--- config.mk ---
export PLATFORM = sky130hd
export DESIGN_NAME = adder_pipe
export DESIGN_NICKNAME = d
export VERILOG_FILES = /design/src/rtl/adder_pipe.sv
export SDC_FILE = /design/constraint.sdc
export NUM_CORES = 1
export LEC_CHECK = 0
export CORE_UTILIZATION = 46
export DETAILED_ROUTE_END_ITERATION = 10
export GPL_TIMING_DRIVEN = 0
export PLACE_DENSITY = 0.76
export SLEW_MARGIN = 25
export SYNTH_ARGS = -nofsm -noshare
export SYNTH_HDL_FRONTEND = slang
export SYNTH_SLANG_ARGS = --single-unit
export TNS_END_PERCENT = 20
--- constraint.sdc ---
create_clock -name clk -period 3.1 [get_ports clk]
set_input_delay 0.62 -clock clk [delete_from_list [all_inputs] [get_ports clk]]
set_output_delay 0.62 -clock clk [all_outputs]
set_load 0.02 [all_outputs]
--- src/rtl/adder_pipe.sv ---
// adder_pipe: add / subtract / accumulate unit with a STAGES-deep
// valid/ready pipeline. Arithmetic is evaluated as an operation enters
// stage 0; the later stages only carry {valid, c, carry, ovf} forward.
//
// A stage loads when it is empty or when its contents move on in the same
// cycle, so stalled results stay put and bubbles behind them get filled.
// The load enable of stage i works out to "out_ready, or some stage from
// i to the last is empty". That form depends only on registered valid bits,
// so in_ready never depends combinationally on in_valid.

module adder_pipe #(
    parameter int WIDTH  = 8,
    parameter int STAGES = 2
) (
    input  logic             clk,
    input  logic             rst,
    input  logic             in_valid,
    output logic             in_ready,
    input  logic [WIDTH-1:0] a,
    input  logic [WIDTH-1:0] b,
    input  logic [1:0]       mode,
    output logic             out_valid,
    input  logic             out_ready,
    output logic [WIDTH-1:0] c,
    output logic             carry,
    output logic             ovf
);

    localparam logic [1:0] MODE_ADD   = 2'b00;
    localparam logic [1:0] MODE_SUB   = 2'b01;
    localparam logic [1:0] MODE_ACC   = 2'b10;
    localparam logic [1:0] MODE_CLEAR = 2'b11;

    logic [STAGES-1:0]            vld;
    logic [STAGES-1:0]            vld_nxt;
    logic [STAGES-1:0]            load;
    logic [STAGES-1:0][WIDTH-1:0] c_q;
    logic [STAGES-1:0][WIDTH-1:0] c_nxt;
    logic [STAGES-1:0]            carry_q;
    logic [STAGES-1:0]            carry_nxt;
    logic [STAGES-1:0]            ovf_q;
    logic [STAGES-1:0]            ovf_nxt;

    logic [WIDTH-1:0] acc;
    logic [WIDTH-1:0] op_x;
    logic [WIDTH-1:0] op_y;
    logic             cin;
    logic [WIDTH:0]   sum;
    logic [WIDTH-1:0] res_c;
    logic             res_carry;
    logic             res_ovf;
    logic             accept;

    // Operand selection and the single shared WIDTH+1 bit adder.
    // Subtract is a + ~b + 1, so carry doubles as "no borrow".
    always_comb begin
        op_x = a;
        op_y = b;
        cin  = 1'b0;
        case (mode)
            MODE_SUB: begin
                op_y = ~b;
                cin  = 1'b1;
            end
            MODE_ACC: begin
                op_x = acc;
                op_y = a;
            end
            default: ;
        endcase
        sum = {1'b0, op_x} + {1'b0, op_y} + {{WIDTH{1'b0}}, cin};
        if (mode == MODE_CLEAR) begin
            res_c     = '0;
            res_carry = 1'b0;
            res_ovf   = 1'b0;
        end else begin
            res_c     = sum[WIDTH-1:0];
            res_carry = sum[WIDTH];
            res_ovf   = (op_x[WIDTH-1] == op_y[WIDTH-1]) &&
                        (sum[WIDTH-1] != op_x[WIDTH-1]);
        end
    end

    assign accept    = in_valid && in_ready;
    assign in_ready  = load[0];
    assign out_valid = vld[STAGES-1];
    assign c         = c_q[STAGES-1];
    assign carry     = carry_q[STAGES-1];
    assign ovf       = ovf_q[STAGES-1];

    for (genvar i = 0; i < STAGES; i++) begin : g_stage
        assign load[i] = out_ready | ~(&vld[STAGES-1:i]);

        if (i == 0) begin : g_first
            assign vld_nxt[i]   = load[i] ? in_valid : vld[i];
            assign c_nxt[i]     = (load[i] && in_valid) ? res_c     : c_q[i];
            assign carry_nxt[i] = (load[i] && in_valid) ? res_carry : carry_q[i];
            assign ovf_nxt[i]   = (load[i] && in_valid) ? res_ovf   : ovf_q[i];
        end else begin : g_next
            assign vld_nxt[i]   = load[i] ? vld[i-1] : vld[i];
            assign c_nxt[i]     = (load[i] && vld[i-1]) ? c_q[i-1]     : c_q[i];
            assign carry_nxt[i] = (load[i] && vld[i-1]) ? carry_q[i-1] : carry_q[i];
            assign ovf_nxt[i]   = (load[i] && vld[i-1]) ? ovf_q[i-1]   : ovf_q[i];
        end
    end

    // Pipeline registers and accumulator; reset discards everything in flight.
    always_ff @(posedge clk) begin
        if (rst) begin
            vld     <= '0;
            c_q     <= '0;
            carry_q <= '0;
            ovf_q   <= '0;
            acc     <= '0;
        end else begin
            vld     <= vld_nxt;
            c_q     <= c_nxt;
            carry_q <= carry_nxt;
            ovf_q   <= ovf_nxt;
            if (accept && (mode == MODE_ACC)) begin
                acc <= res_c;
            end else if (accept && (mode == MODE_CLEAR)) begin
                acc <= '0;
            end
        end
    end

endmodule

# Yosys cells after proc, flatten, opt, wreduce, memory -nomap -nowiden
# Cells that the tools add are included.
# Widths: inputs -> output; s select.
[word_totals]
output_inout_bits = 12
input_bits = 22
elab_cells = 36
register_bits = 30
[classes]
muxes = 8
reduce_logical = 7
eq_ne = 5
addsub = 2
bitwise = 5
[ops]
columns = ["cell", "count"]
rows = [
  ["$mux 8", 4],
  ["$pmux 8 s2", 1],
  ["$add 8x8->9", 1],
  ["$add 9x1->9", 1],
  ["$not 8->8", 1],
  ["$logic_and 1x1->1", 5],
  ["$eq 2x2->1 const B", 2],
  ["$mux 1", 3],
  ["$eq 2x1->1 const B", 1],
  ["$not 1->1", 2],
  ["$or 1x1->1", 2],
  ["$reduce_and 2->1", 1],
  ["$reduce_bool 2->1", 1],
  ["$eq 1x1->1", 1],
  ["$ne 1x1->1", 1],
]

# Logic depth before layout (Yosys ltp)
# Gate-level depths: netlist of the first run.
[logic_depth]
depth_word = 7
ltp_mapped = 15
ltp_nobuf = 13

# Worst setup path before layout of the first run
# No wires, ideal clock.
[synth_timing]
path_kind = "input to register"
from = "input mode[0]"
to = "register ovf_q[0]"
path_slack_ns = -0.147
setup_ns = 0.087
stages = 12
required_time_ns = 3.013
t_arrival_ns = 3.160
path_buffers = 2
path_cell_list = "inv_1 -> ha_1 -> clkbuf_1 -> buf_6 -> mux2_2 -> ha_1 -> o21a_1 -> o31a_1 -> or4_1 -> a31o_2 -> xnor2_1 -> o31ai_1"
[synth_via]
elab_chain_cells = 7
word_cells_on_any_way = 12
classes_between = "add/sub (2); eq/ne (5); mux (4); reduce/logical (1)"
[synth_lines]
columns = ["item", "line", "rtl"]
rows = [
  ["start: declaration", "21", "input logic [1:0] mode,"],
  ["$eq 2x2->1 or $eq 2x1->1 (tied branches)", "60", "case (mode)"],
  ["$pmux 8 s2 or $mux 8 (tied branches)", "60", ""],
  ["$add 8x8->9", "71", "sum = {1'b0, op_x} + {1'b0, op_y} + {{WIDTH{1'b0}}, cin};"],
  ["$add 9x1->9", "71", ""],
  ["$ne 1x1->1", "80", "(sum[WIDTH-1] != op_x[WIDTH-1]);"],
  ["$logic_and 1x1->1", "79", "res_ovf = (op_x[WIDTH-1] == op_y[WIDTH-1]) &&"],
  ["$mux 1 (*)", "72", "if (mode == MODE_CLEAR) begin"],
  ["end signal: assignment", "119", "ovf_q <= ovf_nxt;"],
  ["end: declaration", "41", "logic [STAGES-1:0] ovf_q;"],
]
# Every way passes the cells marked *; elsewhere a longest branch is shown, timed or not.
# A chain may end at the register's enable or synchronous reset.

# Final worst setup path of the first run
# Same ends and word-level chain as after synthesis.

==> results of run 1 <==
==> sequential cells by signal, summed over array words and instances, names as in the netlist <==
signal   count
acc          8
c            8
ovf_q        2
carry_q      2
vld          2
c_q          8
==> through the flow <==
stage | setup TNS, ns | std cells
2_1_floorplan | -0.00525 | 204
5_1_grt | -0.00548 | 295
4_1_cts | -0.0481 | 295
3_3_place_gp | -7.76 | 284
6_report | 0 | 295
3_5_place_dp | -9.14 | 284
==> cells in the mapped netlist (all sizes together) <==
library cell / n / share of area, %
mux2i: 12 / 6.8
a22oi: 5 / 2.1
o21a: 3 / 1.3
o211ai: 1 / 0.43
clkbuf: 7 / 1.5
a21oi: 16 / 4.5
nor4b: 1 / 0.50
buf: 11 / 5.0
fa: 2 / 2.3
a32oi: 1 / 0.50
o31ai: 1 / 0.43
nand2b: 5 / 1.8
or4: 1 / 0.43
xnor2: 4 / 2.4
mux2: 7 / 4.5
or3: 1 / 0.36
a31o: 1 / 0.50
nand3b: 3 / 1.3
nor3b: 1 / 0.43
a221oi: 7 / 3.5
ha: 10 / 7.1
nor3: 6 / 1.7
nor2b: 3 / 1.5
nor4: 2 / 0.71
inv: 15 / 3.2
o31a: 1 / 0.50
dfxtp: 30 / 34
nand2: 9 / 1.9
o21ai: 11 / 3.1
nor2: 27 / 5.7
==> critical path, cell delays in order <==
cell and delay (ns):
sky130_fd_sc_hd__buf_4 0.11, sky130_fd_sc_hd__inv_2 0.05, sky130_fd_sc_hd__ha_4 0.15, sky130_fd_sc_hd__clkbuf_8 0.15, sky130_fd_sc_hd__buf_8 0.14, sky130_fd_sc_hd__a221oi_1 0.27, sky130_fd_sc_hd__a21oi_1 0.07, sky130_fd_sc_hd__ha_1 0.32
sky130_fd_sc_hd__o21a_1 0.18, sky130_fd_sc_hd__o31a_1 0.13, sky130_fd_sc_hd__or4_4 0.43, sky130_fd_sc_hd__a31o_4 0.26, sky130_fd_sc_hd__xnor2_1 0.12, sky130_fd_sc_hd__o31ai_1 0.20
==> power by group through the flow <==
stage | combinational, mW | sequential, mW | clock (mW)
global placement | 0.285 | 0.431 | 0
detailed placement | 0.292 | 0.432 | 0
CTS | 0.318 | 0.424 | 0.392
floorplan | 0.213 | 0.430 | 0
finish | 0.340 | 0.424 | 0.388
global route | 0.372 | 0.427 | 0.418
==> kinds of logic after synthesis <==
family,Yosys count,synth area share (%)
AO/OA/AOI/OAI,47,16.9
adder cells (fa/ha/maj),12,9.37
flip-flops,30,34.1
buffers and inverters,33,9.65
XOR/XNOR,4,2.41
multiplexers,19,11.3
AND/OR/NAND/NOR,59,16.3
==> what timing repair did <==
action	CTS	global route
setup endpoints to repair	14	7
buffers inserted	4	0
gates resized for setup	17	13
pin swaps	4	6
==> routing by layer <==
metal  vias to the layer above  routed length (microns)  global-route usage, %
met4                         0                      111                   10.8
met2                        56                     1770                   33.2
met3                        12                      195                   5.89
met1                       697                     1680                   23.2
met5                         -                        0                      0
li1                        786                        -                      -
==> layout make-up <==
cell class              instances  share of cell area [%]
clock buffers                   5                    2.90
repair buffers                 36                    14.4
clock inverters                 3                    1.69
inverters                      15                    2.37
plain buffers                  17                    5.64
multi-input cells             141                    45.1
flip-flops and latches         30                    25.3
well taps                      48                    2.53
==> path summary, 6_finish.rpt <==
path	from	to	slack (ns)
setup / recovery	mode[0]	ovf_q[0]	0.09
setup reg to reg	acc[1]	ovf_q[0]	0.71
hold reg to reg	c_q[6]	c_q[6]	0.45
hold / removal	c_q[6]	c_q[6]	0.45
==> results_tabular.tex, run 1 <==
\begin{tabular}{lr}
\hline
Metric & Value \\
\hline
\multicolumn{2}{l}{\textbf{Die}} \\
\quad Number of core rows & 22 \\
\quad Number of top-level design ports & 34 \\
\quad Die H & 63.9 microns \\
\quad Total die area & between 4000 and 5000 sq um \\
\quad Initial Util & approximately half \\
\quad Die span in x & about 64 microns \\
\quad Core footprint & 3660 sq um \\
\multicolumn{2}{l}{\textbf{STA}} \\
\quad Portion of the clock cycle consumed by the worst path in the final layout & between 90\% and 100\% \\
\quad Setup skew after layout & approximately 0.0064 ns \\
\quad Hold slack final & approximately 0.45 ns \\
\quad Achievable clock frequency & roughly 330 MHz \\
\quad Period minus WS final & between 3 and 4 ns \\
\quad Final hold violation count & 0 \\
\quad Number of pins with negative max-slew slack in the final report & 0 \\
\quad Transition time of the tightest slew-check pin & around 0.65 ns \\
\quad Max-slew headroom & 56.6\% \\
\quad Number of setup violations in the final report & 0 \\
\quad Post-layout worst setup margin & roughly 0.093 ns \\
\multicolumn{2}{l}{\textbf{Detailed routing}} \\
\quad Detail-routed net length per standard cell & about 13 microns \\
\quad Average via count per standard cell & 5.26 \\
\quad 1st-pass router iterations & 4 \\
\quad Number of remaining DRC errors & 0 \\
\quad Via count & between 1500 and 2000 \\
\quad Antenna Violating Nets Remaining & 0 \\
\quad Number of design-rule violations left by the first detailed-router iteration & between 100 and 150 \\
\quad Routed wire length & 3760 microns \\
\multicolumn{2}{l}{\textbf{Place}} \\
\quad Routability-driven placement congestion ratio & roughly 0.85 \\
\quad Setup WS pre-CTS & -0.902 ns \\
\quad Cell area after placement & $\sim$2100 sq um \\
\quad HPWL after DPL & approximately 2700 microns \\
\quad Number of port buffers & 32 \\
\multicolumn{2}{l}{\textbf{CTS}} \\
\quad Clock tree from TritonCTS & done \\
\quad Root buf cell & sky130\_fd\_sc\_hd\_\_clkbuf\_8 \\
\quad CTS H-tree depth & 2 \\
\quad Post-cts hold buffer count & 0 \\
\quad Number of sinks handled by clock tree synthesis & 30 \\
\quad Clock input transition at the sequential cells of the worst setup and hold paths & $\sim$0.060 ns \\
\quad Skew-Pair Late Insertion Delay & 0.29 ns \\
\quad Clk buf depth & 2 \\
\quad Inserted Clock Buffers & 5 \\
\multicolumn{2}{l}{\textbf{Global routing}} \\
\quad Global-route usage over all layers & 20.1\% \\
\quad Total congestion overflow & 0 \\
\quad First-pass GRT wire length & 6220 microns \\
\quad Pin count of the biggest net entering global routing & 11 \\
\quad Antenna violations before repair & 0 \\
\quad Vias in the first global route & approximately 1400 \\
\multicolumn{2}{l}{\textbf{Run}} \\
\quad Max capacitance violation total & 0 \\
\multicolumn{2}{l}{\textbf{Synthesis}} \\
\quad Yosys cell types & 35 \\
\quad Mean area per synthesized cell & $\sim$8.6 sq um \\
\quad Sequential fraction of the synthesis area & between 30\% and 40\% \\
\quad Netlist Area Pre-Place & $\sim$1800 sq um \\
\quad Register bit count reported by yosys & 30 \\
\quad Ys Warns & 0 \\
\quad Count of mapped cells out of synthesis & roughly 200 \\
\quad Total nets after synthesis & between 200 and 250 \\
\multicolumn{2}{l}{\textbf{Pwr}} \\
\quad Share of power burned in the clock network & 33.7\% \\
\quad Pint & $\sim$0.8 mW \\
\quad Switching fraction of total power & roughly 29\% \\
\quad Sequential cell fraction of total power & a little under two fifths \\
\quad Power Dens Cells & 485 nW/um\^{}2 \\
\quad Net switching power figure & between 0.3 and 0.4 mW \\
\quad Maximum vdd ir drop & around 190 uV \\
\quad Total leakage power & just over 1 nW \\
\quad Gate power share & just under 30\% \\
\quad Sum of internal, switching and leakage power & about 1.2 mW \\
\multicolumn{2}{l}{\textbf{Setup path}} \\
\quad Worst Setup Start Kind & input pin \\
\quad R2R cell count & 8 \\
\quad Crit Path Max Fanout & 10 \\
\quad Type of the worst setup path & in2reg \\
\quad Data arrival time of the worst path & between 3 and 4 ns \\
\quad Worst Setup End Kind & flop \\
\quad Worst EP required & around 3.3 ns \\
\multicolumn{2}{l}{\textbf{Final layout}} \\
\quad Fraction of layout instances using a drive strength above 1 & approximately a fifth \\
\quad Finished layout cell area & between 2000 and 2500 sq um \\
\quad Commonest cells after routing, fill and taps aside & sky130\_fd\_sc\_hd\_\_dfxtp\_1 (30), sky130\_fd\_sc\_hd\_\_clkdlybuf4s50\_1 (30), sky130\_fd\_sc\_hd\_\_nor2\_1 (27), sky130\_fd\_sc\_hd\_\_a21oi\_1 (15), sky130\_fd\_sc\_hd\_\_inv\_1 (14) \\
\quad Syn-to-layout area delta & 34.6\% \\
\quad Area of the multi-input gates & between 1000 and 1500 sq um \\
\quad Fillers & about 320 \\
\quad Number of diodes & 0 \\
\quad Post-route core utilization & around two thirds \\
\quad Total Nets Final & 280 \\
\quad Register cell area after layout & between 600 and 700 sq um \\
\multicolumn{2}{l}{\textbf{Run status}} \\
\quad Outcome & finished, final reports clean \\
\multicolumn{2}{l}{\textbf{Hold path}} \\
\quad Tightest Hold Check Type & reg2reg \\
\quad Hold path cells & 2 \\
\hline
\end{tabular}
(Power assumes the default switching activity.)
==> inputs of run 2 (changes only) <==
Settings changed: CORE_UTILIZATION 46 to 30, PLACE_DENSITY 0.76 to 0.54.
==> results_tabular.tex, run 2 (same netlist as run 1, synthesis figures left out) <==
\begin{tabular}{lr}
\hline
Metric & Value \\
\hline
\multicolumn{2}{l}{\textbf{Detailed routing}} \\
\quad 1st-pass router iterations & 6 (+2) \\
\quad Average via count per standard cell & 4.70 (-11\%) \\
\quad Via count & 1496 (-3.5\%) \\
\quad Routed wire length & 3840 microns (+2.3\%) \\
\quad Routed length on met2 & 1650 microns (-6.6\%) \\
\quad Highest Signal Layer & met4 \\
\quad Detail-routed net length per standard cell & 12.1 microns (-5.1\%) \\
\quad WL met1 & 1940 microns (+15\%) \\
\quad Antenna Violating Nets Remaining & 0 (unchanged) \\
\quad Number of design-rule violations left by the first detailed-router iteration & 98 (-11\%) \\
\quad Number of remaining DRC errors & 0 (unchanged) \\
\quad Met3 wire length & 184 microns (-5.6\%) \\
\multicolumn{2}{l}{\textbf{CTS}} \\
\quad Inserted Clock Buffers & 5 (unchanged) \\
\quad Clk buf depth & 2 (unchanged) \\
\quad Clock input transition at the sequential cells of the worst setup and hold paths & 0.06 ns (about the same) \\
\quad Clock tree from TritonCTS & done \\
\quad Post-cts hold buffer count & 0 (unchanged) \\
\quad CTS H-tree depth & 2 (unchanged) \\
\quad Number of sinks handled by clock tree synthesis & 30 (unchanged) \\
\quad Root buf cell & sky130\_fd\_sc\_hd\_\_clkbuf\_8 \\
\quad Skew-Pair Late Insertion Delay & 0.28 ns (about the same) \\
\multicolumn{2}{l}{\textbf{Pwr}} \\
\quad Total leakage power & 0.998 nW (-1.7\%) \\
\quad Maximum vdd ir drop & 162 uV (-14\%) \\
\quad Power Dens Cells & 454 nW/um\^{}2 (-6.3\%) \\
\multicolumn{2}{l}{\textbf{Setup path}} \\
\quad Worst EP required & 3.25 ns (-0.05 ns) \\
\quad Type of the worst setup path & in2reg \\
\quad Worst R2R Start & acc[1] \\
\quad Data arrival time of the worst path & 3.09 ns (-0.12 ns) \\
\quad Crit Path Max Fanout & 10 (unchanged) \\
\quad R2R cell count & 8 (unchanged) \\
\quad Worst Setup End Kind & flop \\
\quad Setup slack of the worst register-to-register path & 0.77 ns (+0.06 ns) \\
\quad Worst Setup Start Kind & input pin \\
\quad End of the worst register-to-register path & ovf\_q[0] \\
\multicolumn{2}{l}{\textbf{STA}} \\
\quad Transition time of the tightest slew-check pin & 0.702 ns (+0.0540 ns) \\
\quad Setup skew after layout & 0.00566 ns (-0.000723 ns) \\
\quad Number of pins with negative max-slew slack in the final report & 0 (unchanged) \\
\quad Portion of the clock cycle consumed by the worst path in the final layout & 94.7\% (-2.2 points) \\
\quad Post-layout worst setup margin & 0.163 ns (+0.0695 ns) \\
\quad Number of setup violations in the final report & 0 (unchanged) \\
\quad Achievable clock frequency & 340 MHz (+2.4\%) \\
\quad Setup repair after global routing missed its margin & no \\
\quad Final hold violation count & 0 (unchanged) \\
\quad Period minus WS final & 2.94 ns (-0.0695 ns) \\
\quad Max-slew headroom & 53.0\% (-3.6 points) \\
\multicolumn{2}{l}{\textbf{Final layout}} \\
\quad Commonest cells after routing, fill and taps aside & sky130\_fd\_sc\_hd\_\_dfxtp\_1 (30), sky130\_fd\_sc\_hd\_\_clkdlybuf4s50\_1 (30), sky130\_fd\_sc\_hd\_\_nor2\_1 (27), sky130\_fd\_sc\_hd\_\_a21oi\_1 (15), sky130\_fd\_sc\_hd\_\_inv\_1 (14) \\
\quad Number of diodes & 0 (unchanged) \\
\quad Register cell area after layout & 601 sq um (unchanged) \\
\quad Total Nets Final & 279 (-0.36\%) \\
\quad Non-filler instance count after layout & 318 (+7.8\%) \\
\quad Syn-to-layout area delta & 34.3\% \\
\quad Area of the multi-input gates & 1070 sq um (-0.47\%) \\
\quad Fillers & 590 (+86\%) \\
\quad Fraction of layout instances using a drive strength above 1 & 18.7\% (-0.73 points) \\
\multicolumn{2}{l}{\textbf{Place}} \\
\quad Setup WS pre-CTS & -0.915 ns (-0.0128 ns) \\
\quad Routability-driven placement congestion ratio & 0.766 (-9.5\%) \\
\quad Number of port buffers & 32 (unchanged) \\
\quad Number of cells in the design after placement & 308 (+8.5\%) \\
\quad HPWL after DPL & 2820 microns (+6.4\%) \\
\multicolumn{2}{l}{\textbf{Run}} \\
\quad Max capacitance violation total & 0 (unchanged) \\
\multicolumn{2}{l}{\textbf{Global routing}} \\
\quad Global-route usage over all layers & 13.4\% (-6.7 points) \\
\quad Vias in the first global route & 1351 (-4.3\%) \\
\quad Pin count of the biggest net entering global routing & 11 (unchanged) \\
\quad First-pass GRT wire length & 6410 microns (+3.1\%) \\
\quad Total congestion overflow & 0 (unchanged) \\
\quad Antenna violations before repair & 0 (unchanged) \\
\multicolumn{2}{l}{\textbf{Die}} \\
\quad Total die area & 6190 sq um (+52\%) \\
\quad Initial Util & 31.6\% (-17 points) \\
\quad Die span in x & 78.7 microns (+23\%) \\
\quad Die H & 78.7 microns (+23\%) \\
\quad Number of core rows & 27 (+23\%) \\
\quad Core footprint & 5570 sq um (+52\%) \\
\quad Number of top-level design ports & 34 (unchanged) \\
\multicolumn{2}{l}{\textbf{Run status}} \\
\quad Outcome & finished, final reports clean \\
\multicolumn{2}{l}{\textbf{Hold path}} \\
\quad Worst hold path startpoint & c\_q[6] \\
\quad Hold path cells & 2 (unchanged) \\
\quad Hold endpoint & c\_q[6] \\
\quad Tightest Hold Check Type & reg2reg \\
\hline
\end{tabular}
-- run 2: cell count changes in the layout (fill, tap and decap cells not counted), sizes merged --
cell / change
clkinv: -1
clkbuf: +1
bufinv: -1
-- run 2: critical path, stage by stage --
cell	delay, ns
sky130_fd_sc_hd__buf_4	0.13
sky130_fd_sc_hd__inv_2	0.07
sky130_fd_sc_hd__ha_4	0.23
sky130_fd_sc_hd__buf_8	0.15
sky130_fd_sc_hd__nand2_1	0.04
sky130_fd_sc_hd__o21ai_0	0.08
sky130_fd_sc_hd__mux2i_2	0.12
sky130_fd_sc_hd__fa_2	0.41
sky130_fd_sc_hd__fa_1	0.42
sky130_fd_sc_hd__nand2b_4	0.17
sky130_fd_sc_hd__a21oi_2	0.15
sky130_fd_sc_hd__o21ai_0	0.09
sky130_fd_sc_hd__nand2b_1	0.11
sky130_fd_sc_hd__xnor2_1	0.16
sky130_fd_sc_hd__o21ai_0	0.12
-- run 2: area by class of cell --
class / count / share of cell area (%)
inverters: 15 / 2.38
clock inverters: 1 / 0.211
plain buffers: 16 / 5.07
flip-flops and latches: 30 / 25.4
well taps: 72 / 3.81
multi-input cells: 141 / 45.0
repair buffers: 36 / 14.5
clock buffers: 7 / 3.65
-- run 2: power by group --
| group | switching [mW] | total, mW | leakage (nW) | internal [mW] |
|---|---|---|---|---|
| registers | 0.0127 | 0.424 | 0.244 | 0.411 |
| clock network | 0.143 | 0.322 | 0.0482 | 0.179 |
| logic | 0.162 | 0.331 | 0.705 | 0.169 |
-- run 2: worst max path at each step --
stage	from	endpoint	slack, ns
2_1_floorplan	mode[0]	ovf_q[0]	-0.005
3_3_place_gp	mode[0]	acc[6]	-0.89
3_5_place_dp	mode[0]	acc[6]	-0.91
4_1_cts	mode[1]	ovf_q[0]	0.01
5_1_grt	a[1]	ovf_q[0]	0.0004
6_report	mode[0]	acc[6]	0.16
-- run 2: through the flow --
stage / power [mW] / TNS [ns] / hold slack (ns) / utilization, % / cell area, sq um
2_1_floorplan: 0.643 / -0.00525 / 0.424 / - / 1770
3_3_place_gp: 0.725 / -8.74 / 0.441 / 39.0 / 2180
3_5_place_dp: 0.727 / -9.05 / 0.449 / 39.0 / 2180
4_1_cts: 1.08 / 0 / 0.458 / 42.2 / 2350
5_1_grt: 1.15 / 0 / 0.478 / 42.5 / 2370
6_report: 1.08 / 0 / 0.456 / 42.5 / 2370
-- run 2: layer usage --
layer,up-vias,GRT usage (%)
met3,7,2.91
met5,-,0
li1,784,-
met2,39,20.5
met4,0,5.56
met1,666,17.9
-- run 2: what timing repair did --
| action | in CTS | in global routing |
|---|---|---|
| pin swaps | 3 | 3 |
| gates resized for setup | 16 | 11 |
| setup endpoints to repair | 13 | 8 |
| hold endpoints to repair | 0 | 0 |
| setup buffers | 4 | 0 |
==> inputs of run 3 (changes only) <==
Settings changed: CORE_UTILIZATION 30 to 45, PLACE_DENSITY 0.54 to 0.75.
==> results_tabular.tex, run 3 (same netlist as run 1, synthesis figures left out) <==
\begin{tabular}{lr}
\hline
Metric & Value \\
\hline
\multicolumn{2}{l}{\textbf{Setup path}} \\
\quad CP top delay family & compound AO/OA/AOI/OAI gates \\
\quad Slowest cell delay on critical path & 0.43 ns (about the same) \\
\quad Worst Setup End Kind & flop \\
\quad Crit Path Max Fanout & 10 (unchanged) \\
\quad Setup slack of the worst register-to-register path & 0.67 ns (-0.10 ns) \\
\quad Data arrival time of the worst path & 3.21 ns (+0.12 ns) \\
\quad Crit-path slowest cell & sky130\_fd\_sc\_hd\_\_or4\_4 \\
\quad R2R cell count & 8 (unchanged) \\
\quad Type of the worst setup path & in2reg \\
\quad Cells traversed along the worst timing path & buf\_4 > inv\_2 > ha\_4 > clkbuf\_16 > mux2\_2 > ha\_1 > nor2b\_4 > o31a\_1 > or4\_4 > a31o\_4 > xnor2\_1 > o31ai\_1 \\
\quad Capturing element of the worst setup path & ovf\_q[0] \\
\quad Worst EP required & 3.30 ns (+0.05 ns) \\
\quad Stages on worst setup path & 12 (-3) \\
\quad Worst Setup Start Kind & input pin \\
\quad Crit path launch & mode[0] \\
\quad End of the worst register-to-register path & ovf\_q[0] \\
\quad Number of buffers and inverters on the critical path & 3 (unchanged) \\
\quad Worst R2R Start & acc[1] \\
\multicolumn{2}{l}{\textbf{CTS}} \\
\quad Skew-Pair Late Insertion Delay & 0.28 ns (about the same) \\
\quad Root buf cell & sky130\_fd\_sc\_hd\_\_clkbuf\_8 \\
\quad Clock input transition at the sequential cells of the worst setup and hold paths & 0.06 ns (about the same) \\
\quad Clock tree from TritonCTS & done \\
\quad CTS H-tree depth & 2 (unchanged) \\
\quad Clk buf depth & 2 (unchanged) \\
\quad Inserted Clock Buffers & 5 (unchanged) \\
\quad Post-cts hold buffer count & 0 (unchanged) \\
\quad Number of sinks handled by clock tree synthesis & 30 (unchanged) \\
\multicolumn{2}{l}{\textbf{Pwr}} \\
\quad Sequential cell fraction of total power & 37.3\% (-2.1 points) \\
\quad Maximum vdd ir drop & 230 uV (+42\%) \\
\quad Switching fraction of total power & 28.8\% (-0.72 points) \\
\quad Net switching power figure & 0.327 mW (+3.0\%) \\
\quad Pint & 0.809 mW (+6.6\%) \\
\quad Share of power burned in the clock network & 32.4\% (+2.5 points) \\
\quad Gate power share & 30.3\% (-0.4 points) \\
\quad Power Dens Cells & 474 nW/um\^{}2 (+4.3\%) \\
\quad Total leakage power & 1.03 nW (+2.8\%) \\
\multicolumn{2}{l}{\textbf{Place}} \\
\quad Routability-driven placement congestion ratio & 0.815 (+6.3\%) \\
\quad HPWL after DPL & 2680 microns (-5.1\%) \\
\quad Number of port buffers & 32 (unchanged) \\
\quad Cell area after placement & 2150 sq um (-1.4\%) \\
\multicolumn{2}{l}{\textbf{Detailed routing}} \\
\quad Detail-routed net length per standard cell & 13.0 microns (+7.5\%) \\
\quad Via count & 1549 (+3.5\%) \\
\quad Number of remaining DRC errors & 0 (unchanged) \\
\quad Met3 wire length & 186 microns (+1.1\%) \\
\quad Routed length on met2 & 1790 microns (+8.2\%) \\
\quad Antenna Violating Nets Remaining & 0 (unchanged) \\
\quad WL met1 & 1780 microns (-8.0\%) \\
\quad Routed wire length & 3830 microns (-0.29\%) \\
\quad Average via count per standard cell & 5.25 (+12\%) \\
\quad Number of design-rule violations left by the first detailed-router iteration & 52 (-47\%) \\
\quad Highest Signal Layer & met4 \\
\quad 1st-pass router iterations & 4 (-2) \\
\multicolumn{2}{l}{\textbf{Hold path}} \\
\quad Tightest Hold Check Type & reg2reg \\
\multicolumn{2}{l}{\textbf{Global routing}} \\
\quad Pin count of the biggest net entering global routing & 11 (unchanged) \\
\quad Antenna violations before repair & 0 (unchanged) \\
\quad Total congestion overflow & 0 (unchanged) \\
\quad Vias in the first global route & 1453 (+7.5\%) \\
\quad First-pass GRT wire length & 6330 microns (-1.2\%) \\
\quad Global-route usage over all layers & 20.0\% (+6.7 points) \\
\multicolumn{2}{l}{\textbf{Final layout}} \\
\quad Most common library cell in the layout ignoring fill and taps & sky130\_fd\_sc\_hd\_\_dfxtp\_1 \\
\quad Commonest cells after routing, fill and taps aside & sky130\_fd\_sc\_hd\_\_dfxtp\_1 (30), sky130\_fd\_sc\_hd\_\_clkdlybuf4s50\_1 (29), sky130\_fd\_sc\_hd\_\_nor2\_1 (27), sky130\_fd\_sc\_hd\_\_inv\_1 (14), sky130\_fd\_sc\_hd\_\_a21oi\_1 (14) \\
\quad Finished layout cell area & 2390 sq um (+1.2\%) \\
\quad Number of diodes & 0 (unchanged) \\
\quad Fillers & 325 (-45\%) \\
\quad Syn-to-layout area delta & 35.8\% \\
\quad Fraction of layout instances using a drive strength above 1 & 19.8\% (+1.1 points) \\
\quad Total Nets Final & 280 (+0.36\%) \\
\quad Post-route core utilization & 64.4\% (+22 points) \\
\multicolumn{2}{l}{\textbf{STA}} \\
\quad Portion of the clock cycle consumed by the worst path in the final layout & 97.2\% (+2.5 points) \\
\quad Number of pins with negative max-slew slack in the final report & 0 (unchanged) \\
\quad Max-slew headroom & 52.9\% (-0.093 points) \\
\quad Number of setup violations in the final report & 0 (unchanged) \\
\quad Setup skew after layout & 0.00717 ns (+0.00151 ns) \\
\quad Transition time of the tightest slew-check pin & 0.703 ns (+0.00139 ns) \\
\quad Achievable clock frequency & 332 MHz (-2.6\%) \\
\quad Hold slack final & 0.456 ns (+0.0000510 ns) \\
\quad Final hold violation count & 0 (unchanged) \\
\quad Period minus WS final & 3.01 ns (+0.0772 ns) \\
\multicolumn{2}{l}{\textbf{Run}} \\
\quad Max capacitance violation total & 0 (unchanged) \\
\multicolumn{2}{l}{\textbf{Die}} \\
\quad Initial Util & 47.4\% (+16 points) \\
\quad Number of top-level design ports & 34 (unchanged) \\
\quad Die H & 64.6 microns (-18\%) \\
\quad Die span in x & 64.6 microns (-18\%) \\
\quad Total die area & 4170 sq um (-33\%) \\
\quad Core footprint & 3720 sq um (-33\%) \\
\quad Number of core rows & 22 (-19\%) \\
\multicolumn{2}{l}{\textbf{Run status}} \\
\quad Outcome & finished, final reports clean \\
\hline
\end{tabular}
run 3: per-layer routing:
layer | GRT usage [%] | up-vias
li1 | - | 788
met1 | 23.3 | 706
met2 | 34.5 | 49
met3 | 4.93 | 6
met4 | 8.89 | 0
met5 | 0 | -
run 3: how the worst min path moves through the flow:
stage	endpoint	from	cells after the start	slack (ns)
finish	c_q[5]	c_q[5]	2	0.46
CTS	c_q[7]	c_q[7]	2	0.46
global placement	c_q[7]	c_q[7]	2	0.44
global route	ovf_q[0]	ovf_q[0]	2	0.50
floorplan	c_q[5]	c_q[5]	2	0.42
detailed placement	c_q[5]	c_q[5]	2	0.45
run 3: final cells by class:
cell class              instances  area (sq um)  share of cell area [%]
multi-input cells             141          1080                    45.0
flip-flops and latches         30           601                    25.1
repair buffers                 36           345                    14.4
plain buffers                  17           145                    6.06
clock buffers                   8           110                    4.60
well taps                      48          60.1                    2.51
inverters                      15          56.3                    2.35
run 3: repair_timing:
item / CTS / global route
gates resized for setup: 22 / 10
endpoints found under the setup margin: 14 / 6
pin swaps: 4 / 3
buffers inserted: 3 / 1
run 3: stage by stage:
stage               cells  TNS [ns]  setup slack [ns]  power, mW
floorplan             204  -0.00525          -0.00525      0.643
global route          295  -0.00612          -0.00612       1.19
finish                295         0            0.0856       1.14
CTS                   294         0            0.0286       1.12
detailed placement    284     -8.99            -0.888      0.725
global placement      284     -7.84            -0.815      0.717
run 3: worst reg2reg max path, stage by stage (launching register included):
cell and delay, ns:
sky130_fd_sc_hd__dfxtp_1 0.31, sky130_fd_sc_hd__mux2_2 0.27, sky130_fd_sc_hd__ha_1 0.29, sky130_fd_sc_hd__nor2b_4 0.13, sky130_fd_sc_hd__o31a_1 0.32, sky130_fd_sc_hd__or4_4 0.43, sky130_fd_sc_hd__a31o_4 0.25, sky130_fd_sc_hd__xnor2_1 0.12
sky130_fd_sc_hd__o31ai_1 0.21
run 3: power by group through the flow:
stage | Clock (mW) | Sequential, mW | Combinational (mW)
after floorplan | 0 | 0.430 | 0.213
after global placement | 0 | 0.431 | 0.286
after detailed placement | 0 | 0.432 | 0.293
after CTS | 0.373 | 0.424 | 0.324
after global routing | 0.389 | 0.426 | 0.375
final | 0.368 | 0.424 | 0.344
